### src/rtl/leg_pkg.sv
// Shared types and opcode constants for the LEG branch sequencer.
package leg_pkg;

  // Conditional opcodes handed to the external condition evaluator.
  localparam logic [7:0] OP_EQ = 8'h20;
  localparam logic [7:0] OP_NE = 8'h21;
  localparam logic [7:0] OP_LT = 8'h22;
  localparam logic [7:0] OP_LE = 8'h23;
  localparam logic [7:0] OP_GT = 8'h24;
  localparam logic [7:0] OP_GE = 8'h25;

  // Sequencer states.
  typedef enum logic [1:0] {
    IDLE  = 2'd0,
    FETCH = 2'd1,
    EXEC  = 2'd2,
    HALT  = 2'd3
  } state_t;

  // Next-PC source select for the PC unit.
  typedef enum logic [1:0] {
    PC_HOLD = 2'd0,
    PC_LOAD = 2'd1,
    PC_INC  = 2'd2,
    PC_TGT  = 2'd3
  } pc_sel_t;

  // Four fetched instruction bytes.
  typedef struct packed {
    logic [7:0] opcode;
    logic [7:0] arg1;
    logic [7:0] arg2;
    logic [7:0] target;
  } instr_t;

  // True for the opcodes resolved by the condition evaluator.
  function automatic logic is_cond(input logic [7:0] op);
    return (op >= OP_EQ) && (op <= OP_GE);
  endfunction

endpackage

### src/rtl/leg_pc_unit.sv
// Program counter register with hold / load / increment / target select.
module leg_pc_unit
  import leg_pkg::*;
#(
  parameter logic [7:0] PC_STEP  = 8'd4,
  parameter logic [7:0] RESET_PC = 8'h00
) (
  input  logic       clk,
  input  logic       rst,
  input  pc_sel_t    sel_i,
  input  logic [7:0] start_pc_i,
  input  logic [7:0] target_i,
  output logic [7:0] pc_o
);

  logic [7:0] pc_q;
  logic [7:0] pc_d;

  // Next-PC mux; the increment wraps naturally at 8 bits.
  always_comb begin
    pc_d = pc_q;
    unique case (sel_i)
      PC_HOLD: pc_d = pc_q;
      PC_LOAD: pc_d = start_pc_i;
      PC_INC:  pc_d = pc_q + PC_STEP;
      PC_TGT:  pc_d = target_i;
      default: pc_d = pc_q;
    endcase
  end

  // PC register, synchronous active-low reset.
  always_ff @(posedge clk) begin
    if (!rst) pc_q <= RESET_PC;
    else      pc_q <= pc_d;
  end

  assign pc_o = pc_q;

endmodule

### src/rtl/leg_branch_seq.sv
// LEG sequencer: fetches 4-byte instructions, resolves conditional branches
// through the external evaluator, and issues everything else to the datapath.
module leg_branch_seq
  import leg_pkg::*;
#(
  parameter logic [7:0] PC_STEP     = 8'd4,
  parameter logic [7:0] HALT_OPCODE = 8'hFF,
  parameter logic [7:0] RESET_PC    = 8'h00
) (
  input  logic       clk,
  input  logic       rst,
  input  logic       start,
  input  logic [7:0] start_pc,
  output logic       ins_req,
  output logic [7:0] pc,
  input  logic       ins_valid,
  input  logic [7:0] ins_opcode,
  input  logic [7:0] ins_arg1,
  input  logic [7:0] ins_arg2,
  input  logic [7:0] ins_target,
  output logic [7:0] cond_opcode,
  output logic [7:0] cond_arg1,
  output logic [7:0] cond_arg2,
  input  logic       cond_result,
  output logic       exec_valid,
  output logic       branch_taken,
  output logic       halted,
  output logic       busy
);

  state_t  state_q, state_d;
  instr_t  instr_q;
  logic    instr_load;
  pc_sel_t pc_sel;

  leg_pc_unit #(
    .PC_STEP  (PC_STEP),
    .RESET_PC (RESET_PC)
  ) u_pc (
    .clk        (clk),
    .rst        (rst),
    .sel_i      (pc_sel),
    .start_pc_i (start_pc),
    .target_i   (instr_q.target),
    .pc_o       (pc)
  );

  // State and instruction register; reset abandons any pending fetch.
  always_ff @(posedge clk) begin
    if (!rst) begin
      state_q <= IDLE;
      instr_q <= '0;
    end else begin
      state_q <= state_d;
      if (instr_load) begin
        instr_q <= '{opcode: ins_opcode, arg1: ins_arg1,
                     arg2: ins_arg2, target: ins_target};
      end
    end
  end

  // Next state, PC select and all outputs decoded from the current state.
  always_comb begin
    state_d      = state_q;
    pc_sel       = PC_HOLD;
    instr_load   = 1'b0;
    ins_req      = 1'b0;
    cond_opcode  = 8'h00;
    cond_arg1    = 8'h00;
    cond_arg2    = 8'h00;
    exec_valid   = 1'b0;
    branch_taken = 1'b0;
    halted       = 1'b0;
    busy         = 1'b0;
    unique case (state_q)
      IDLE, HALT: begin
        halted = (state_q == HALT);
        if (start) begin
          pc_sel  = PC_LOAD;
          state_d = FETCH;
        end
      end
      FETCH: begin
        busy    = 1'b1;
        ins_req = 1'b1;
        if (ins_valid) begin
          instr_load = 1'b1;
          state_d    = EXEC;
        end
      end
      EXEC: begin
        busy        = 1'b1;
        cond_opcode = instr_q.opcode;
        cond_arg1   = instr_q.arg1;
        cond_arg2   = instr_q.arg2;
        if (is_cond(instr_q.opcode)) begin
          branch_taken = cond_result;
          pc_sel       = cond_result ? PC_TGT : PC_INC;
          state_d      = FETCH;
        end else if (instr_q.opcode == HALT_OPCODE) begin
          state_d = HALT;
        end else begin
          exec_valid = 1'b1;
          pc_sel     = PC_INC;
          state_d    = FETCH;
        end
      end
      default: state_d = IDLE;
    endcase
  end

endmodule

### config.mk
export PLATFORM = sky130hd
export DESIGN_NAME = leg_branch_seq
export DESIGN_NICKNAME = d
export VERILOG_FILES = /design/src/rtl/leg_pkg.sv /design/src/rtl/leg_pc_unit.sv /design/src/rtl/leg_branch_seq.sv
export SDC_FILE = /design/constraint.sdc
export NUM_CORES = 1
export LEC_CHECK = 0
export ABC_AREA = 1
export ABC_CLOCK_PERIOD_IN_PS = 2200
export BUFFER_PORTS_ARGS = -buffer_cell sky130_fd_sc_hd__buf_4
export CORE_MARGIN = 2
export CORE_UTILIZATION = 50
export DETAILED_ROUTE_END_ITERATION = 8
export HOLD_SLACK_MARGIN = 0.05
export PLACE_DENSITY = 0.81
export SLEW_MARGIN = 20
export SYNTH_ARGS = -nofsm -noshare
export SYNTH_HDL_FRONTEND = slang
export SYNTH_SLANG_ARGS = --single-unit
### constraint.sdc
create_clock -name clk -period 2.2 [get_ports clk]
set_input_delay 0.11 -clock clk [delete_from_list [all_inputs] [get_ports clk]]
set_output_delay 0.11 -clock clk [all_outputs]
set_load 0.005 [all_outputs]
# After elaboration in Yosys (flattened, before gate mapping)
# Cells that the tools add are included.
# totals
mem_bits_ro	0
latchBits	0
out_inout_bits	37
ramBits	0
input_bits	45
register_bits	42
mem_count	0
elab_cells	48
# op_classes
eq_ne	9
n_lt_le_gt_ge	2
div	0
n_mux	24
n_shift	0
reduce_logical	6
n_mul	0
n_addsub	1
bitwise	0
# op_table
operator	count
$mux W8	3
$pmux W8 S3	1
$mux W1	12
$mux W2	6
$add A8 B3 Y8 const B	1
$eq A2 B2 Y1 const B	4
$eq A8 B8 Y1 const B	1
$ge A8 B6 Y1 const B	1
$le A8 B6 Y1 const B	1
$pmux W2 S3	1
$eq A2 B1 Y1 const B	2
$logic_not A2 Y1	2
$ne A2 B2 Y1 const B	2
$pmux W2 S2	1
$reduce_or A2 Y1	2
$reduce_and A2 Y1	1
$logic_and A1 B1 Y1	1

# Longest topological paths before layout
# Gate-level depths: netlist of the first run.
# depth
depth_word	6
ltp_mapped	12
mapped_depth_nobuf	11

# By module
# From an unflattened synthesis of the first run, not the netlist that was laid out.
# hier_totals
hier_cells	311
hier_area_um2	2065.7
# modules_own_cells
mod	cells_per_inst	area_per_inst_um2	instances	seq_area_each_um2
leg_branch_seq	232	1552.7	1	680.7
leg_pc_unit	79	513.0	1	160.2

# Worst setup path after synthesis of the first run
# No wires, ideal clock.
# synth_path
kind	register to register
start	register state_q[1]
end	register u_pc.pc_q[5], in the netlist u_pc.pc_o[5]
synth_period_minus_slack_ns	1.516
setup_time_ns	0.117
arrival_time_ns	1.399
required_ns	2.083
slack_ns	0.684
path_stages_with_launch	10
path_buffers	1
path_cell_list	dfxtp_1 -> inv_1 -> ha_1 -> inv_2 -> nand2_1 -> a21oi_4 -> inv_6 -> buf_6 -> o21ai_1 -> a21oi_2
# synth_via
elab_chain_len	5
elab_cells_between_ends	10
classes_between	eq/ne: 5; mux: 2; reduce/logical: 3
# synth_rtl
element	line	rtl
start, declared	leg_branch_seq.sv:31	state_t state_q, state_d;
start signal, assigned	leg_branch_seq.sv:54	state_q <= state_d;
$eq A2 B2 Y1 or $logic_not A2 Y1 (tied branches)	leg_branch_seq.sv:75	unique case (state_q)
$reduce_or A2 Y1	leg_branch_seq.sv:75	
$pmux W2 S2 (*)	leg_branch_seq.sv:75	
$eq A2 B2 Y1 or $eq A2 B1 Y1 (tied branches)	leg_pc_unit.sv:22	unique case (sel_i)
$pmux W8 S3	leg_pc_unit.sv:22	
end signal, assigned	leg_pc_unit.sv:34	else pc_q <= pc_d;
end, declared	leg_pc_unit.sv:16	logic [7:0] pc_q;
# Every way passes the cells marked *; elsewhere a longest branch is shown, timed or not.
# A chain may end at the register's enable or synchronous reset.

# Final worst setup path of the first run
# layout_path
start	register state_q[0]
end	output port exec_valid
# layout_via
elab_chain_len	2
# layout_rtl
element	line	rtl
$eq A2 B2 Y1	leg_branch_seq.sv:75	
$mux W1	leg_branch_seq.sv:75	
end, declared	leg_branch_seq.sv:25	output logic exec_valid,
# Every way passes these cells.

==> run metrics, run 1 <==
status=finished, final reports clean; RSZ-0062 raised after global routing=false; Vias=~2,300; Cells after DPL=453; clk root buf=clkbuf_8; Hold Path End=instr_q[18]$_SDFFE_PN0P_; Max-Slew Margin vs Limit=75.2%; Area Overhead vs Synth=32.6%; CTS tree=built; Nets=458; fin cells=roughly 460; CP Class=flip-flop to output port; fin crit share=83.9%; Max clock buf depth=2; RR Startpoint=state_q[1]$_SDFFE_PN0P_; Cell Area, Synth=0.00220 mm²; PnR Total Power=1.91 mW; core area=0.00429 mm²; Commonest cells post-synth=nor2_1 (71), nand2_1 (68), inv_1 (44); starting density of the core=51.1%; I/O Buffers=81; Detail Placement HPWL=approximately 3.7 mm; Crit path largest cell delay=about 0.36 ns; cts bufs inserted=5; gp weighted congestion=0.809; Primary FF master, synth=dfxtp_1; maxcap violations=0; CP Cell Sequence=inv_1 -> ha_1 -> buf_4 -> inv_1 -> a221oi_1 -> buf_4; Max VDD drop=475 µV; Reg2Reg Depth=10; final number of setup-violating endpoints=0; die area=0.00494 mm²; syn_nets=381; top-count cell post-synth=nor2_1; Cell Pwr Density=658 mW/mm²; Skew-Pair Late Insertion Delay=0.29 ns; Gate Count Post-Synth=331; Mean Syn Cell Area=6.63 µm²; CP Launch Type=flip-flop; drt initial violations=between 100 and 150; Setup Skew=0.00920 ns; GR Util All Layers=21.7%; RR Endpoint=u_pc.pc_o[6]$_SDFFE_PN0P_; max-slew violation count=0; largest net degree at the start of global routing=43; Die Y=around 70 µm; Routed WL per cell=approximately 11 µm; grt total ovfl=0; worst-path maximum fanout=25; row count=24; Max Fclk=~540 MHz; cts repair resizes=0; Critical Path Sink Type=output port; Die W=between 70 and 80 µm; CP required=2.09 ns; Yosys top cell area share=38.3%; library cells used by synthesis=29; Final min period=1.85 ns; post-synthesis sequential area ratio=38.3%; vias in the first global route=between 2,000 and 2,500; H-tree Lvls=2; Hold Fails Final Rpt=0; hold buffer count at cts=0; hold path cells=3; first-pass GRT wire length=about 8.7 mm; Post-synth EDFFs=0; Vias per Instance=4.91; WL final=5.20 mm; CTS clk-pin slew, worst paths=0.09 ns; worst hold path type=input port to flip-flop; setup tns final=0 ns; Worst Tran Pin Value=0.371 ns; clk sinks=42; Arr. time, crit path=approximately 1.7 ns; # Post-CTS Setup Buffers=0; Ys Warns=0; Post-synth ARST share=0%; Yosys top cell by area=dfxtp_1; DRC viols=0; DR pass1 iterations=4; I/O pin count=82; antenna viol nets, final=0; hold path startpoint=ins_arg1[2]; top cells by area, synth=dfxtp_1 (38%), nor2_1 (12%), nand2_1 (12%), o21ai_0 (7.7%), inv_1 (7.5%); CP max stage cell=dfxtp_1; Diodes inserted=0; antenna violations before repair=0; setup slack, reg-to-reg=0.45 ns; flops & latches, synth=between 40 and 50; layout cells sized above 1=26.4%; Static Leak=1.59 nW
## state kept, by name, summed over array words and instances, names as in the netlist
| register | cells |
|---|---|
| u_pc.pc_o | 8 |
| state_q | 2 |
| instr_q | 32 |
## layer usage
layer  global-route usage, %  routed length, µm  up-vias
met5                       0                  0        -
met4                    9.83                 76        0
met3                    5.19                372        7
met2                    37.5               2550       79
met1                    25.0               2190      998
li1                        -                  -     1179
## cell families (layout without fill, tap and decap cells)
logic type | count (synthesis) | count (layout) | share of synthesized area, %
buffers and inverters | 64 | 142 | 12.1
AOI/OAI and AO/OA | 49 | 49 | 12.4
adders and majority gates | 5 | 5 | 2.85
xor gates and xnor gates | 2 | 2 | 0.798
DFF | 42 | 42 | 38.3
and+or+nand+nor | 169 | 169 | 33.6
## worst max-delay path, delay by kind of cell (launching register included)
kind	cells	cell delay, ns
fa+ha+maj	1	0.21
buf+inv	4	0.63
flops	1	0.36
compound gates	1	0.25
## where the power goes
part | total (mW) | switching, mW | internal (mW) | leakage [nW]
combinational | 0.492 | 0.269 | 0.223 | 1.20
clock | 0.498 | 0.275 | 0.223 | 0.0441
sequential | 0.925 | 0.0691 | 0.856 | 0.345
total | 1.91 | 0.613 | 1.30 | 1.59
## worst max-delay path by stage
stage	start	endpoint	slack [ns]	cells after the start
floorplan	state_q[1]$_SDFFE_PN0P_	u_pc.pc_o[5]$_SDFFE_PN0P_	0.68	9
global placement	state_q[1]$_SDFFE_PN0P_	u_pc.pc_o[6]$_SDFFE_PN0P_	0.56	10
detailed placement	state_q[1]$_SDFFE_PN0P_	u_pc.pc_o[6]$_SDFFE_PN0P_	0.46	10
CTS	state_q[0]$_SDFFE_PN0P_	exec_valid	0.31	6
global route	state_q[0]$_SDFFE_PN0P_	exec_valid	0.21	6
finish	state_q[0]$_SDFFE_PN0P_	exec_valid	0.35	6
## placed cells by master, fill, tap and decap left out, drive strengths merged
cell type	netlist	routed
a221oi	1	1
o21ai	37	37
o22ai	1	1
nor2	74	74
dfxtp	42	42
clkinv	1	3
nand3b	2	2
buf	6	85
nand2	72	72
clkbuf	9	5
xor2	2	2
nand4	7	7
inv	48	48
clkinvlp	0	1
a21boi	1	1
ha	5	5
nand3	14	14
a21oi	9	9
## through the flow
stage                     hold slack (ns)  area (µm²)  util [%]  setup slack (ns)
after floorplan                     0.248        2200         -             0.684
after global placement              0.361        2820      65.7             0.556
after detailed placement            0.366        2820      65.7             0.460
after CTS                          0.0547        2910      67.8             0.315
after global routing               0.0602        2910      67.8             0.205
final                              0.0592        2910      67.8             0.354
## area by class of cell
cell class | instances | area (µm²)
fillers | 410 | 1380
multi-input cells | 225 | 1090
flip-flops and latches | 42 | 841
repair buffers | 85 | 638
inverters | 49 | 189
clock buffers | 5 | 68.8
well taps | 52 | 65.1
clock inverters | 3 | 21.3
Note: power is estimated with default switching activity, not from simulation.
==> run 2, diff against run 1 <==
- ABC_CLOCK_PERIOD_IN_PS: 2200 -> 1900
- CORE_UTILIZATION: 50 -> 49
- PLACE_DENSITY: 0.81 -> 0.8
- clock period: 2.2 -> 1.9 ns (I/O delays scaled with it)
==> run 2 against run 1 <==
Core utilization increased by 1.0 points. Combinational power rose by 16%. Sequential share of layout area is 0.63 points lower. Register-to-register slack worse by 0.22 ns. Highest routed layer unchanged. Die area is 1.9% higher.
==> run metrics, run 2 (same netlist as run 1, synthesis figures left out) <==
layout filler cell count=393 (was 410); fin crit share=around 93%; antenna viol nets, final=0 (unchanged); status=finished, final reports clean (unchanged); clk root buf=clkbuf_8 (unchanged); Vias per Instance=4.79 (was 4.91); Area Overhead vs Synth=35.6% (was 32.6%); largest net degree at the start of global routing=43 (unchanged); PnR Total Power=2.34 mW (was 1.91 mW); row count=24 (unchanged); Diodes inserted=0 (unchanged); CTS clk-pin slew, worst paths=0.09 ns (about the same); Max clock buf depth=2 (unchanged); flip-flop count of the largest register after layout=32 (unchanged); Skew-Pair Late Insertion Delay=0.29 ns (about the same); core area=0.00432 mm² (was 0.00429 mm²); max-slew violation count=0 (unchanged); grt total ovfl=0 (unchanged); CP Launch Type=flip-flop (unchanged); Critical Path Sink Type=output port (unchanged); H-tree Lvls=2 (unchanged); DRC viols=0 (unchanged); commonest cells after routing, fill and taps aside=buf_4 (85), nor2_1 (71), nand2_1 (68) (unchanged); worst-path maximum fanout=25 (unchanged); Routed WL per cell=10.9 µm (was 11.3 µm); I/O pin count=82 (unchanged); commonest non-fill, non-tap cell in the layout=buf_4 (unchanged); Final min period=1.76 ns; starting density of the core=50.8% (was 51.1%); worst hold path type=input port to flip-flop (unchanged); final number of setup-violating endpoints=0 (unchanged); CP required=1.80 ns (was 2.09 ns); CTS tree=built (unchanged); Hold Fails Final Rpt=0 (unchanged); Max Fclk=568 MHz; maxcap violations=0 (unchanged); RSZ-0062 raised after global routing=false (unchanged); DR pass1 iterations=4 (unchanged); first-pass GRT wire length=8.56 mm (was 8.69 mm); gp weighted congestion=0.797 (was 0.809); GR Util All Layers=20.9% (was 21.7%); WL final=5.07 mm (was 5.20 mm); Setup Skew=0.0109 ns (was 0.00920 ns); Die W=70.9 µm (was 70.3 µm); Vias=2,229 (was 2,263); cts bufs inserted=5 (unchanged); layout cells sized above 1=26.4% (about the same); Die Y=70.9 µm (was 70.3 µm); Nets=462 (was 458); Max VDD drop=506 µV (was 475 µV); final core utilization=68.8% (was 67.8%); setup tns final=0 ns (unchanged); # Post-CTS Setup Buffers=0 (unchanged); vias in the first global route=2,046 (was 2,070); die area=0.00503 mm² (was 0.00494 mm²); Max-Slew Margin vs Limit=75.2% (about the same); I/O Buffers=81 (unchanged); clk sinks=42 (unchanged); antenna violations before repair=0 (unchanged); Arr. time, crit path=1.66 ns (was 1.74 ns); Worst Tran Pin Value=0.371 ns (about the same); drt initial violations=106 (was 105); Static Leak=1.61 nW (was 1.59 nW); Detail Placement HPWL=3.68 mm (was 3.72 mm); CP Class=flip-flop to output port (unchanged); Cell Pwr Density=787 mW/mm² (was 658 mW/mm²); largest register by flop count=instr_q (unchanged)
==> run 2: timing repair <==
item / CTS / global route
endpoints found under the hold margin: 3 / 0
hold buffers: 3 / 0
endpoints found under the setup margin: 0 / 1
resized for setup: 0 / 1
==> run 2: final timing paths <==
path,start,to,slack (ns),cells after the start
hold reg to reg,instr_q[0]$_SDFFE_PN0P_,instr_q[0]$_SDFFE_PN0P_,0.46,2
setup / recovery,state_q[0]$_SDFFE_PN0P_,exec_valid,0.14,6
setup reg to reg,state_q[0]$_SDFFE_PN0P_,u_pc.pc_o[1]$_SDFFE_PN0P_,0.23,8
hold / removal,ins_opcode[0],instr_q[24]$_SDFFE_PN0P_,0.05,3
==> run 2: layout make-up <==
cell class              count  area, µm²  area share [%]
well taps                  52       65.1            2.19
flip-flops and latches     42        841            28.2
multi-input cells         225       1090            36.6
clock inverters             3       45.0            1.51
repair buffers             89        679            22.8
clock buffers               5       68.8            2.31
inverters                  49        189            6.35
==> run 2: critical path: stages, from the launching register on <==
cell      delay [ns]
dfxtp_1         0.36
inv_1           0.07
ha_1            0.22
buf_6           0.23
inv_1           0.08
a221oi_1        0.25
buf_4           0.17
==> run 2: layer usage <==
layer / vias to the layer above / track usage (%) / routed length (µm)
li1: 1181 / - / -
met4: 0 / 7.34 / 61
met3: 5 / 4.27 / 323
met5: - / 0 / 0
met2: 61 / 36.9 / 2410
met1: 982 / 25.2 / 2270
==> run 2: per-stage QoR <==
step / hold WS, ns / std cells / instance area [µm²] / worst slack, ns
6_report: 0.0527 / 465 / 2980 / 0.140
5_1_grt: 0.0553 / 465 / 2980 / 0.0163
4_1_cts: 0.0508 / 465 / 2970 / 0.0739
3_5_place_dp: 0.352 / 454 / 2830 / 0.275
3_3_place_gp: 0.347 / 454 / 2830 / 0.326
2_1_floorplan: 0.233 / 331 / 2200 / 0.384
==> run 2: power breakdown <==
part           switching, mW  internal (mW)
combinational          0.309          0.263
sequential            0.0795          0.991
clock                  0.309          0.391
total                  0.697           1.64
